**src/rtl/sa_col_deskew_buf.sv**
```systemverilog
// sa_col_deskew_buf
//   Re-aligns skewed systolic-array column results. Each column is captured
//   into its own small FIFO; once every column holds at least one entry the
//   heads form one aligned row, released over a valid/ready handshake.
// Ports
//   i_clk        clock, rising edge
//   i_rst_n      asynchronous active-low reset (clears storage too)
//   i_wren       per-column write enable, bit c = column c
//   i_data       column results, column c at [c*DW +: DW]
//   i_flush      synchronous clear of pointers, counts, overflow, row count
//   i_ready      downstream ready
//   o_valid      aligned row available (all columns non-empty)
//   o_data       aligned row, column c at [c*DW +: DW]
//   o_col_empty  per-column FIFO empty
//   o_overflow   sticky: a write was dropped on a full column
//   o_row_cnt    rows popped since reset/flush, wraps
module sa_col_deskew_buf #(
  parameter int COL   = 3,
  parameter int DW    = 8,
  parameter int DEPTH = 4,
  parameter int CNT_W = 16
) (
  input  logic                 i_clk,
  input  logic                 i_rst_n,
  input  logic [COL-1:0]       i_wren,
  input  logic [COL*DW-1:0]    i_data,
  input  logic                 i_flush,
  input  logic                 i_ready,
  output logic                 o_valid,
  output logic [COL*DW-1:0]    o_data,
  output logic [COL-1:0]       o_col_empty,
  output logic                 o_overflow,
  output logic [CNT_W-1:0]     o_row_cnt
);

  localparam int AW = $clog2(DEPTH);
  localparam int CW = AW + 1;

  logic [AW-1:0] wr_ptr [COL];
  logic [AW-1:0] rd_ptr [COL];
  logic [AW:0]   cnt    [COL];
  logic [DW-1:0] mem    [COL][DEPTH];

  logic [COL-1:0] not_empty;
  logic [COL-1:0] full;
  logic [COL-1:0] wr_acc;
  logic           pop;

  assign o_valid     = &not_empty;
  assign pop         = o_valid & i_ready;
  assign o_col_empty = ~not_empty;

  always_comb begin
    not_empty = '0;
    full      = '0;
    wr_acc    = '0;
    o_data    = '0;
    for (int unsigned c = 0; c < COL; c++) begin
      not_empty[c]        = (cnt[c] != '0);
      full[c]             = (cnt[c] == CW'(DEPTH));
      // A pop frees the slot the write lands in, so a full column may still
      // accept a write in the same cycle.
      wr_acc[c]           = i_wren[c] & (~full[c] | pop);
      o_data[c*DW +: DW]  = mem[c][rd_ptr[c]];
    end
  end

  always_ff @(posedge i_clk or negedge i_rst_n) begin
    if (!i_rst_n) begin
      for (int unsigned c = 0; c < COL; c++) begin
        wr_ptr[c] <= '0;
        rd_ptr[c] <= '0;
        cnt[c]    <= '0;
        for (int unsigned d = 0; d < DEPTH; d++) begin
          mem[c][d] <= '0;
        end
      end
      o_overflow <= 1'b0;
      o_row_cnt  <= '0;
    end else if (i_flush) begin
      for (int unsigned c = 0; c < COL; c++) begin
        wr_ptr[c] <= '0;
        rd_ptr[c] <= '0;
        cnt[c]    <= '0;
      end
      o_overflow <= 1'b0;
      o_row_cnt  <= '0;
    end else begin
      for (int unsigned c = 0; c < COL; c++) begin
        if (wr_acc[c]) begin
          mem[c][wr_ptr[c]] <= i_data[c*DW +: DW];
          wr_ptr[c]         <= wr_ptr[c] + 1'b1;
        end
        if (pop) begin
          rd_ptr[c] <= rd_ptr[c] + 1'b1;
        end
        if (wr_acc[c] && !pop) begin
          cnt[c] <= cnt[c] + 1'b1;
        end else if (!wr_acc[c] && pop) begin
          cnt[c] <= cnt[c] - 1'b1;
        end
      end
      if (|(i_wren & full & ~{COL{pop}})) begin
        o_overflow <= 1'b1;
      end
      if (pop) begin
        o_row_cnt <= o_row_cnt + 1'b1;
      end
    end
  end

endmodule
```
**config.mk**
```make
export PLATFORM = sky130hd
export DESIGN_NAME = sa_col_deskew_buf
export DESIGN_NICKNAME = d
export VERILOG_FILES = /design/src/rtl/sa_col_deskew_buf.sv
export SDC_FILE = /design/constraint.sdc
export NUM_CORES = 1
export LEC_CHECK = 0
export CAP_MARGIN = 20
export CORE_AREA = 2 2 123 125
export DETAILED_ROUTE_END_ITERATION = 7
export DIE_AREA = 0 0 125 127
export PLACE_DENSITY = 0.75
export SYNTH_ARGS = -nofsm -noshare
export SYNTH_HDL_FRONTEND = slang
export SYNTH_SLANG_ARGS = --single-unit
```
**constraint.sdc**
```tcl
create_clock -name i_clk -period 2.7 [get_ports i_clk]
set_input_delay 0.54 -clock i_clk [delete_from_list [all_inputs] [get_ports i_clk]]
set_output_delay 0.54 -clock i_clk [all_outputs]
set_load 0.02 [all_outputs]
```
## Word level (Yosys, flattened, before mapping)

Cells that the tools add are included.

- Output and inout port bits: 45
- Logic and storage cells: 135
- Input port bits: 31
- Flip-flop bits (word level): 134

- Bitwise operators: 21
- Magnitude comparators: 9
- Reduce and logical (&&, ||, !) cells: 29
- Add/sub/neg operators: 13
- Equal/unequal tests: 3
- Mux-type cells: 37

Operators with widths:

| operator | count |
|---|---|
| $bwmux 32 | 3 |
| $mux 8 | 9 |
| $bmux 8 s2 | 3 |
| $demux 8 s2 | 3 |
| $mux 16 | 2 |
| $ge 3x3->1 const B | 6 |
| $mux 3 | 6 |
| $not 2->3 | 6 |
| $reduce_bool 3->1 | 6 |
| $add 16x1->16 const B | 1 |
| $add 2x1->2 const B | 6 |
| $mux 2 | 6 |
| $mux 6 | 2 |
| $reduce_bool 2->1 | 5 |
| $add 3x1->3 const B | 3 |
| $eq 3x3->1 const B | 3 |
| $logic_and 1x1->1 | 9 |
| $lt 3x1->1 const B | 3 |
| $mux 9 | 1 |
| $sub 3x1->3 const B | 3 |
| $and 3x3->3 | 2 |
| $not 3->3 | 2 |
| $reduce_and 2->1 | 3 |
| $and 1x1->1 | 4 |
| 6 further kinds | 15 |

## Depth between registers and ports, before layout

Gate-level depths: netlist of the first run.

- Depth in word-level cells: 10
- Mapped depth: 13
- Mapped depth without buffers: 9

## Least setup slack after synthesis of the first run

Ideal clock, no wire load.

- Kind: register to register
- Start point: register cnt[0] in the netlist's numbering
- End point: register cnt[1] in the netlist's numbering
- Stages on the path, launching flop included: 11
- Setup time: 0.116 ns
- Setup slack: 0.042 ns
- Required time: 2.584 ns
- Arrival: 2.542 ns
- Clock period less this slack: 2.658 ns
- Path buffers: 2
- Path through: dfrtp_1 -> or3_1 -> buf_6 -> inv_2 -> buf_4 -> o31ai_1 -> or2_2 -> inv_1 -> fa_1 -> or4_1 -> o311ai_0

- Cells in the longest elaborated chain, start to end: 8
- Elaborated cells on any way between the ends: 17
- Classes of those cells: 2 x add/sub; 1 x eq/ne; 3 x mux; 4 x bitwise; 7 x reduce/logical

RTL lines:

| what | line | text |
|---|---|---|
| start, declared | 41 | `logic [AW:0] cnt [COL];` |
| start signal, assigned by index | 98 | `cnt[c] <= cnt[c] + 1'b1;` |
| start signal, assigned by index | 100 | `cnt[c] <= cnt[c] - 1'b1;` |
| $reduce_bool 3->1 | 59 | `not_empty[c] = (cnt[c] != '0);` |
| $reduce_and 3->1 | 49 | `assign o_valid = &not_empty;` |
| $and 1x1->1 | 50 | `assign pop = o_valid & i_ready;` |
| $or 1x1->1 | 63 | `wr_acc[c] = i_wren[c] & (~full[c] \| pop);` |
| $and 1x1->1 | 63 |  |
| $logic_and 1x1->1 / $logic_not 1->1 (equally long branches) | 97, 99 |  |
| $mux 3 / $logic_and 1x1->1 (equally long branches) | 97, 99 |  |
| $mux 9 / $reduce_bool 3->1 (equally long branches) | - |  |

Several ways; a longest one is shown, not always the timed one. The select of a mux whose other input is x is not followed.
A chain may end at the register's enable or synchronous reset.

## Final worst setup path of the first run

- Start point: register rd_ptr[0] in the netlist's numbering
- End point: output port o_data[22]

- Cells in the longest elaborated chain, start to end: 4

RTL lines:

| what | line | text |
|---|---|---|
| start, declared | 40 | `logic [AW-1:0] rd_ptr [COL];` |
| start signal, assigned by index | 95 | `rd_ptr[c] <= rd_ptr[c] + 1'b1;` |
| $not 2->3 (not written as such) | 64 | `o_data[c*DW +: DW] = mem[c][rd_ptr[c]];` |
| $bmux 8 s2 | 64 |  |
| $mux 8 (not written as such) (2 in series) | 64 |  |
| end, declared | 30 | `output logic [COL*DW-1:0] o_data,` |

Every way passes these cells. The select of a mux whose other input is x is not followed.

==> results.txt, run 1 <==
Setup slack on the critical path of the routed design comes to 0.0659 ns. The worst clock skew on the final layout came out at 0.00534 ns. The min-delay analysis places its worst path in the category primary input to asynchronous set/reset pin.

After technology mapping, the gate count stands at 492. CTS placed an instance of sky130_fd_sc_hd__clkbuf_16 at the clock tree root. Global routing used 19.4% of the available tracks.

For the distinct cell type count after synthesis, the log shows 49. The initial antenna violation count came out at 0. The largest vdd supply drop was 612 uV. A synthesized cell averages 13.4 sq um. Number of levels the H-tree was split into: 4. Clock latency on the worst-skew pair, taken at its later pin, is 0.41 ns. The number of placed instances, taps included, is 762. The congestion estimate from routability-driven global placement came to 0.819. The area overhead of the layout relative to synthesis was 28.8%.

For the count of antenna-violating nets left after detailed routing, the log shows 0. After detailed routing, the number of vias per cell comes to 5.64. The floorplan step set the die width to 125 um. TritonCTS built the clock tree. Counting the buffers created by CTS gives 17. The number of global-route vias before repair is 4839. Setup slack on the worst reg-to-reg path comes out at 0.11 ns. After the last flow step, the layout net total stands at 646. The dominant register cell in the synthesized netlist was sky130_fd_sc_hd__dfrtp_1. The die covers 15900 sq um.

At the pin with the least slew margin, the transition time is 0.528 ns. Counting every sink on the clock net gives 134. Beginning of the worst register-to-register path: cnt[0]. The worst setup path category was register to output port.

The synthesized netlist occupies a cell area of 6590 sq um. The maximum root-to-sink buffer count is 2, and the number of cells traversed by the worst register-to-register path is 8. The kind of start point of the critical path is a register. The flow ran to the end, and the final reports show no timing, DRC or antenna violations. Setup repair after global routing left no endpoint under its margin. The smallest clock period supported by the final layout is computed as 2.63 ns.

Global routing finished with a remaining overflow of 0. The logs give 2.16 ns for the required time of the worst setup path and 8480 sq um for the total non-filler cell area in the finished layout. The tools report the effective utilization at floorplan as 45.7%. The run gives 3360 sq um as the area used by sequential logic in the layout. Fill cells in the final layout number 1130. Clock-pin slew was measured on the worst setup and hold paths at 0.06 ns. The finished layout holds 796 standard cells, fillers aside. Count of input and output buffers: 75. STA puts the critical path data arrival time at 2.09 ns. The run gives 331 as the iteration-0 DRC count of the detailed router. For the final routed DRC violation total, the log shows 0. For this run, the number of Yosys warnings is 0. Setup violations remaining at the end of the flow were counted as 0.

In this run the core area contains 44 standard-cell rows. The number of synthesized register bits was 134; the core region area was 14400 sq um. The largest fanout on the critical path works out to 8. Of all flip-flops after synthesis, the portion carrying an async set or reset was 100%.

The number of maximum-capacitance violations was 0; the total wirelength of the detailed-routed design was 14500 um. The number of vias after detailed routing came out at 4493. Pin placement for this block handled 76 I/O pins.

In the final routed layout, each cell accounts on average for 18.2 um. The area after detailed placement is 7780 sq um, and the achievable frequency is 380 MHz. Power spread over the standard cell area amounts to 920 nW/um^2.

Summing all multi-input logic gate instances after layout gives 3020 sq um. The number of detailed-routing iterations run before antenna repair was 4; the number of antenna cells inserted was 0. For the part of the Yosys area used for sequential elements, the log shows 50.9%. The worst pin sits at a relative slew slack of 64.8%. The endpoint identified for the worst register-to-register timing path is cnt[1]. For this design the static power due to leakage is 3.60 nW. The number of failing hold endpoints at the final stage is 0.

After legalization and detailed placement, the total HPWL measured 9970 um. The first global-routing pass estimated 24600 um of wire. The overall power after layout came out at 0.00781 W. The worst slack at placement is -0.185 ns.

The die is 127 um tall. STA classifies the critical path endpoint as an output port. Counting flops with a built-in enable in the synthesized netlist gives 0. Counting every net in the synthesized netlist gives 539. The share of cells above drive strength 1 is 35.8%, and the pin count of the biggest net entering global routing is 51.

The number of max-slew violations in the final report came out at 0. After layout, the worst path uses 97.6% of the clock period.
## cell type report
type	instances	share of cell area (%)
multi-input cells	310	35.6
flip-flops and latches	134	39.6
repair buffers	114	13.2
clock inverters	13	2.57
well taps	184	2.71
inverters	22	0.973
clock buffers	19	5.34
## report_power, final
group / total (W) / switching (W) / internal, W
logic: 0.00224 / 0.000982 / 0.00126
registers: 0.00295 / 0.000338 / 0.00261
clock network: 0.00262 / 0.000912 / 0.00170
total: 0.00781 / 0.00223 / 0.00558
## state kept, by name, indices dropped and copies added, names as in the netlist
register	count
cnt	9
rd_ptr	6
wr_ptr	6
o_row_cnt	16
mem	96
o_overflow	1
## synth_stat cells, drive strengths merged (6+ instances only)
cell,n,area (sq um)
a21oi,18,90.1
a31oi,7,50.1
buf,18,105
clkbuf,8,30.0
dfrtp,134,3350
ha,13,163
inv,22,82.6
mux2,98,1100
mux4,24,541
nand2,13,48.8
nand3,6,30.0
nand4,9,56.3
nor2,21,88.8
o21ai,9,45.0
o31ai,10,80.1
or3,12,75.1
or4,10,75.1
xnor2,9,78.8
## metrics by stage
step | hold slack (ns) | setup TNS, ns | utilization, %
global placement | 0.483 | -0.147 | 53.9
floorplan | 0.244 | 0 | -
CTS | 0.108 | 0 | 58.7
finish | 0.108 | 0 | 58.8
detailed placement | 0.490 | -0.499 | 53.9
global route | 0.138 | 0 | 58.8
## worst max-delay path, stage by stage, from the launching register on
cell                              delay [ns]
sky130_fd_sc_hd__dfrtp_1                0.42
sky130_fd_sc_hd__buf_6                  0.20
sky130_fd_sc_hd__mux4_2                 0.52
sky130_fd_sc_hd__clkdlybuf4s50_1        0.55
## per-layer routing
metal / global-route usage [%] / part of all wire [%] / vias up
li1: - / - / 2053
met1: 25.3 / 45 / 2328
met2: 32.0 / 50 / 97
met5: 0 / 0 / -
met4: 6.27 / 1.1 / 0
met3: 5.07 / 4.2 / 15
## cell families after synthesis
kind of cell,after synthesis,synth area share [%]
buf+inv,48,3.31
xor+xnor,13,1.73
compound gates,64,6.90
mux,122,25.0
flops,134,50.9
fa+ha+maj,16,3.38
simple gates,95,8.80
## layout by cell type (no fill, tap or decap), types with 6 or more instances in the layout
master and count:
sky130_fd_sc_hd__dfrtp_1 132, sky130_fd_sc_hd__o31ai_1 9, sky130_fd_sc_hd__or3_1 10, sky130_fd_sc_hd__clkdlybuf4s50_1 63
sky130_fd_sc_hd__nand2_1 13, sky130_fd_sc_hd__nand3_1 6, sky130_fd_sc_hd__buf_12 6, sky130_fd_sc_hd__or4_1 10
sky130_fd_sc_hd__nor2_1 17, sky130_fd_sc_hd__ha_1 13, sky130_fd_sc_hd__buf_4 33, sky130_fd_sc_hd__a31oi_1 6
sky130_fd_sc_hd__o21ai_0 9, sky130_fd_sc_hd__a21oi_1 18, sky130_fd_sc_hd__clkbuf_16 17, sky130_fd_sc_hd__mux4_2 24
sky130_fd_sc_hd__nand4_1 9, sky130_fd_sc_hd__inv_1 19, sky130_fd_sc_hd__mux2_2 98, sky130_fd_sc_hd__xnor2_1 9
## worst max-delay path by stage
stage	endpoint	slack, ns	start
3_3_place_gp	cnt[4]	-0.1	i_ready
5_1_grt	o_data[17]	0.004	rd_ptr[0]
3_5_place_dp	cnt[1]	-0.18	i_ready
2_1_floorplan	cnt[1]	0.04	cnt[0]
6_report	o_data[22]	0.07	rd_ptr[0]
4_1_cts	cnt[1]	0.03	cnt[1]
## what timing repair did
| item | in CTS | in global routing |
|---|---|---|
| hold buffers | 0 | 0 |
| setup buffers | 2 | 0 |
| pin swaps | 0 | 1 |
| setup endpoints to repair | 14 | 6 |
| resized for setup | 7 | 8 |
Note: power is estimated with default switching activity, not from simulation.
==> run 2, diff against run 1 <==
--- a/config.mk
+++ b/config.mk
@@ -7,3 +7,2 @@
 export LEC_CHECK = 0
-export CAP_MARGIN = 20
 export CORE_AREA = 2 2 123 125
@@ -11,3 +10,3 @@
 export DIE_AREA = 0 0 125 127
-export PLACE_DENSITY = 0.75
+export PLACE_DENSITY = 0.73
 export SYNTH_ARGS = -nofsm -noshare
==> constraint.sdc (replaced) <==
create_clock -name i_clk -period 2.5 [get_ports i_clk]
set_input_delay 0.25 -clock i_clk [delete_from_list [all_inputs] [get_ports i_clk]]
set_output_delay 0.25 -clock i_clk [all_outputs]
set_load 0.02 [all_outputs]
==> run 2 against run 1 <==
  * Clock power fell by 8.4%
  * Flip-flop and latch count did not move
  * Wire length rose by 0.19%
  * Register-to-register slack got worse by 0.06 ns
  * Highest routed layer unchanged
  * Largest power group unchanged
  * Via count rose by 0.49%
==> results.txt, run 2 (same netlist as run 1, synthesis figures left out) <==
The largest fanout on the critical path is 5 (-3), and the slew at the pin with the worst max-slew slack is 1.08 ns (+0.547 ns). The die extent in y works out to 127 um (unchanged). The cell count after placement is 764 (+0.26%). In the final layout, the registers with the most flip-flops are mem: 96 flops, o_row_cnt: 16 flops, cnt: 9 flops. The number of antenna cells inserted is 0 (unchanged). The count of antenna-violating nets left after detailed routing was 0 (unchanged); the minimum setup slack among reg-to-reg paths was 0.05 ns (-0.06 ns). The run gives 44 (unchanged) as the count of standard-cell rows.

The number of failing hold endpoints at the final stage is 0 (unchanged). By startpoint and endpoint, the worst setup path is classified as register to register. The final routed DRC violation total was 0 (unchanged); the maximum root-to-sink buffer count was 2 (unchanged). The area of the die came out at 15900 sq um (unchanged). Number of max-slew violations in the final report: 0 (unchanged). The worst relative slew slack is 28.1% (-37 points). TritonCTS built the clock tree. The logs give 2.80 ns (+0.64 ns) for the required time of the worst setup path and 76 (unchanged) for the number of top-level pins. The logs give 3350 sq um (about the same) for the area used by sequential logic in the layout and 19.3% (-0.13 points) for the global-route total usage across every layer.

The routed design could run at a clock period as short as 2.45 ns. The logs give 24600 um (about the same) for the global-route wire length before repair and 797 (+0.13%) for the final non-filler cell total. Detail-routed via count per cell: 5.66 (+0.36%). The total power density per cell area is 962 nW/um^2 (+4.5%), and the total setup violations reported at the end of the flow is 0 (unchanged).

The root buffer cell chosen for the clock tree is sky130_fd_sc_hd__clkbuf_16. The routed length per placed instance was 18.2 um (about the same); the half-perimeter wire length after placement was 9830 um (-1.3%). The logs give 0.824 (+0.62%) for the global placer's final weighted congestion and 410 (+24%) for the iteration-0 DRC count of the detailed router. The logs give 1164 (+3.0%) for the number of filler cells placed in the layout and 0 (unchanged) for the initial antenna violation count. Number of maximum-capacitance violations: 0 (unchanged).

Core region area: 14400 sq um (unchanged). STA classifies the critical path startpoint as a register. The clock sink count is 134 (unchanged), and the flip-flop count of the largest register after layout is 96 (unchanged).

The flow ran to the end, and the final reports show no timing, DRC or antenna violations. The number of levels the H-tree was split into is 4 (unchanged), and the worst clock skew on the final layout is 0.0128 ns (+0.00747 ns). More flip-flops sit in one register than any other, and that register is mem. The run gives 0.42 ns (about the same) as the clock latency on the worst-skew pair. The worst setup path is captured at a register. Clock transition at the register clock pins on the worst setup and hold paths after CTS: 0.06 ns (about the same).

Number of detailed-routing iterations run before antenna repair: 4 (unchanged). Most common cell after layout, fill and taps aside: sky130_fd_sc_hd__dfrtp_1. The run gives 45.7% (unchanged) as the effective utilization at floorplan. Leaving out fill and tap cells, the most frequent cells in the layout are 133 x sky130_fd_sc_hd__dfrtp_1, 98 x sky130_fd_sc_hd__mux2_2, 73 x sky130_fd_sc_hd__clkdlybuf4s50_1.

The arrival time at the worst endpoint came out at 2.75 ns (+0.66 ns). For the number of global-route vias before repair, the log shows 4844 (+0.10%). The portion of the clock cycle consumed by the worst path in the final layout is 98.1%, and the number of vias after detailed routing is 4515 (+0.49%). The final core utilization is 58.3% (-0.53 points). Setup repair after global routing could not meet its margin everywhere. The min-delay analysis places its worst path in the category primary input to register. The die boundary width works out to 125 um (unchanged).

The logs give 17 (unchanged) for the number of CTS-inserted buffers and 52 (+2.0%) for the pin count of the biggest net entering global routing. The achievable frequency came out at 408 MHz. The count of input and output buffers was 75 (unchanged). The run gives 3.51 nW (-2.4%) as the leakage power. The logs give 3070 sq um (+1.4%) for the area occupied by multi-input gates and 0 (unchanged) for the total congestion overflow after global routing. The area overhead of the layout relative to synthesis works out to 27.7%. The tools report the layout net count as 647 (+0.15%).

The post-CTS setup buffer count was 0 (-2); the share of cells above drive strength 1 was 36.5% (+0.76 points). The largest vdd supply drop is 635 uV (+3.8%). The tools report the total wirelength of the detailed-routed design as 14500 um (+0.19%).
## run 2: cell types whose count changed in the layout (fill, tap and decap cells not counted), sizes merged
cell,before,now
clkinv,2,6
clkdlybuf4s50,63,73
inv,26,23
clkinvlp,2,3
bufinv,5,1
dlygate4sd2,5,0
clkbuf,19,21
dlygate4sd3,0,1
dlymetal6s2s,5,0
## run 2: final cells by class
| type | instances | share of cell area, % |
|---|---|---|
| Multi-Input combinational cell | 310 | 36.5 |
| Timing Repair Buffer | 115 | 13.0 |
| Clock inverter | 11 | 1.18 |
| Clock buffer | 21 | 5.71 |
| Sequential cell | 134 | 39.9 |
| Inverter | 22 | 0.982 |
| Tap cell | 184 | 2.74 |
## run 2: metrics by stage
| step | area [sq um] | TNS [ns] | hold slack (ns) | setup slack [ns] | power (W) |
|---|---|---|---|---|---|
| 5_1_grt | 8410 | -0.991 | 0.217 | -0.0720 | 0.00854 |
| 3_3_place_gp | 7790 | -0.0576 | 0.272 | -0.0576 | 0.00554 |
| 2_1_floorplan | 6630 | -0.0456 | -0.0456 | -0.0230 | 0.00477 |
| 6_report | 8410 | 0 | 0.225 | 0.0484 | 0.00809 |
| 4_1_cts | 8390 | 0 | 0.191 | 0.0219 | 0.00818 |
| 3_5_place_dp | 7790 | -2.35 | 0.281 | -0.141 | 0.00570 |
## run 2: repair_timing
action	CTS	global route
hold buffers	1	0
cloned	0	0
hold endpoints to repair	39	0
pin swaps	0	0
gates resized for setup	3	3
endpoints found under the setup margin	18	27
## run 2: per-layer routing
layer,global-route usage [%],share of wire (%),wire length [um]
met5,0,0,0
met4,5.49,0.95,138
met3,4.61,4.2,611
met2,31.2,50,7280
met1,26.3,45,6510
## run 2: worst paths after layout
kind | start | endpoint | depth (start not counted)
max | cnt[1] | cnt[4] | 7
min | i_flush | rd_ptr[0] | 2
max reg2reg | cnt[1] | cnt[4] | 7
min reg2reg | mem[43] | mem[43] | 1
max in group asynchronous | i_rst_n | o_row_cnt[14] | 3
min in group asynchronous | i_rst_n | o_row_cnt[8] | 2
## run 2: critical path, stage by stage (launching register included)
cell and delay (ns):
sky130_fd_sc_hd__dfrtp_1 0.41, sky130_fd_sc_hd__or3_4 0.44, sky130_fd_sc_hd__nand3_2 0.10, sky130_fd_sc_hd__nand3_1 0.11, sky130_fd_sc_hd__inv_1 0.10, sky130_fd_sc_hd__fa_1 0.43, sky130_fd_sc_hd__or4b_2 0.65, sky130_fd_sc_hd__o311ai_1 0.10
## run 2: power breakdown
group          switching, W  total, W  internal, W
Combinational       0.00107   0.00249      0.00141
Clock              0.000933   0.00240      0.00147
Sequential         0.000373   0.00320      0.00282
Total               0.00238   0.00809      0.00571
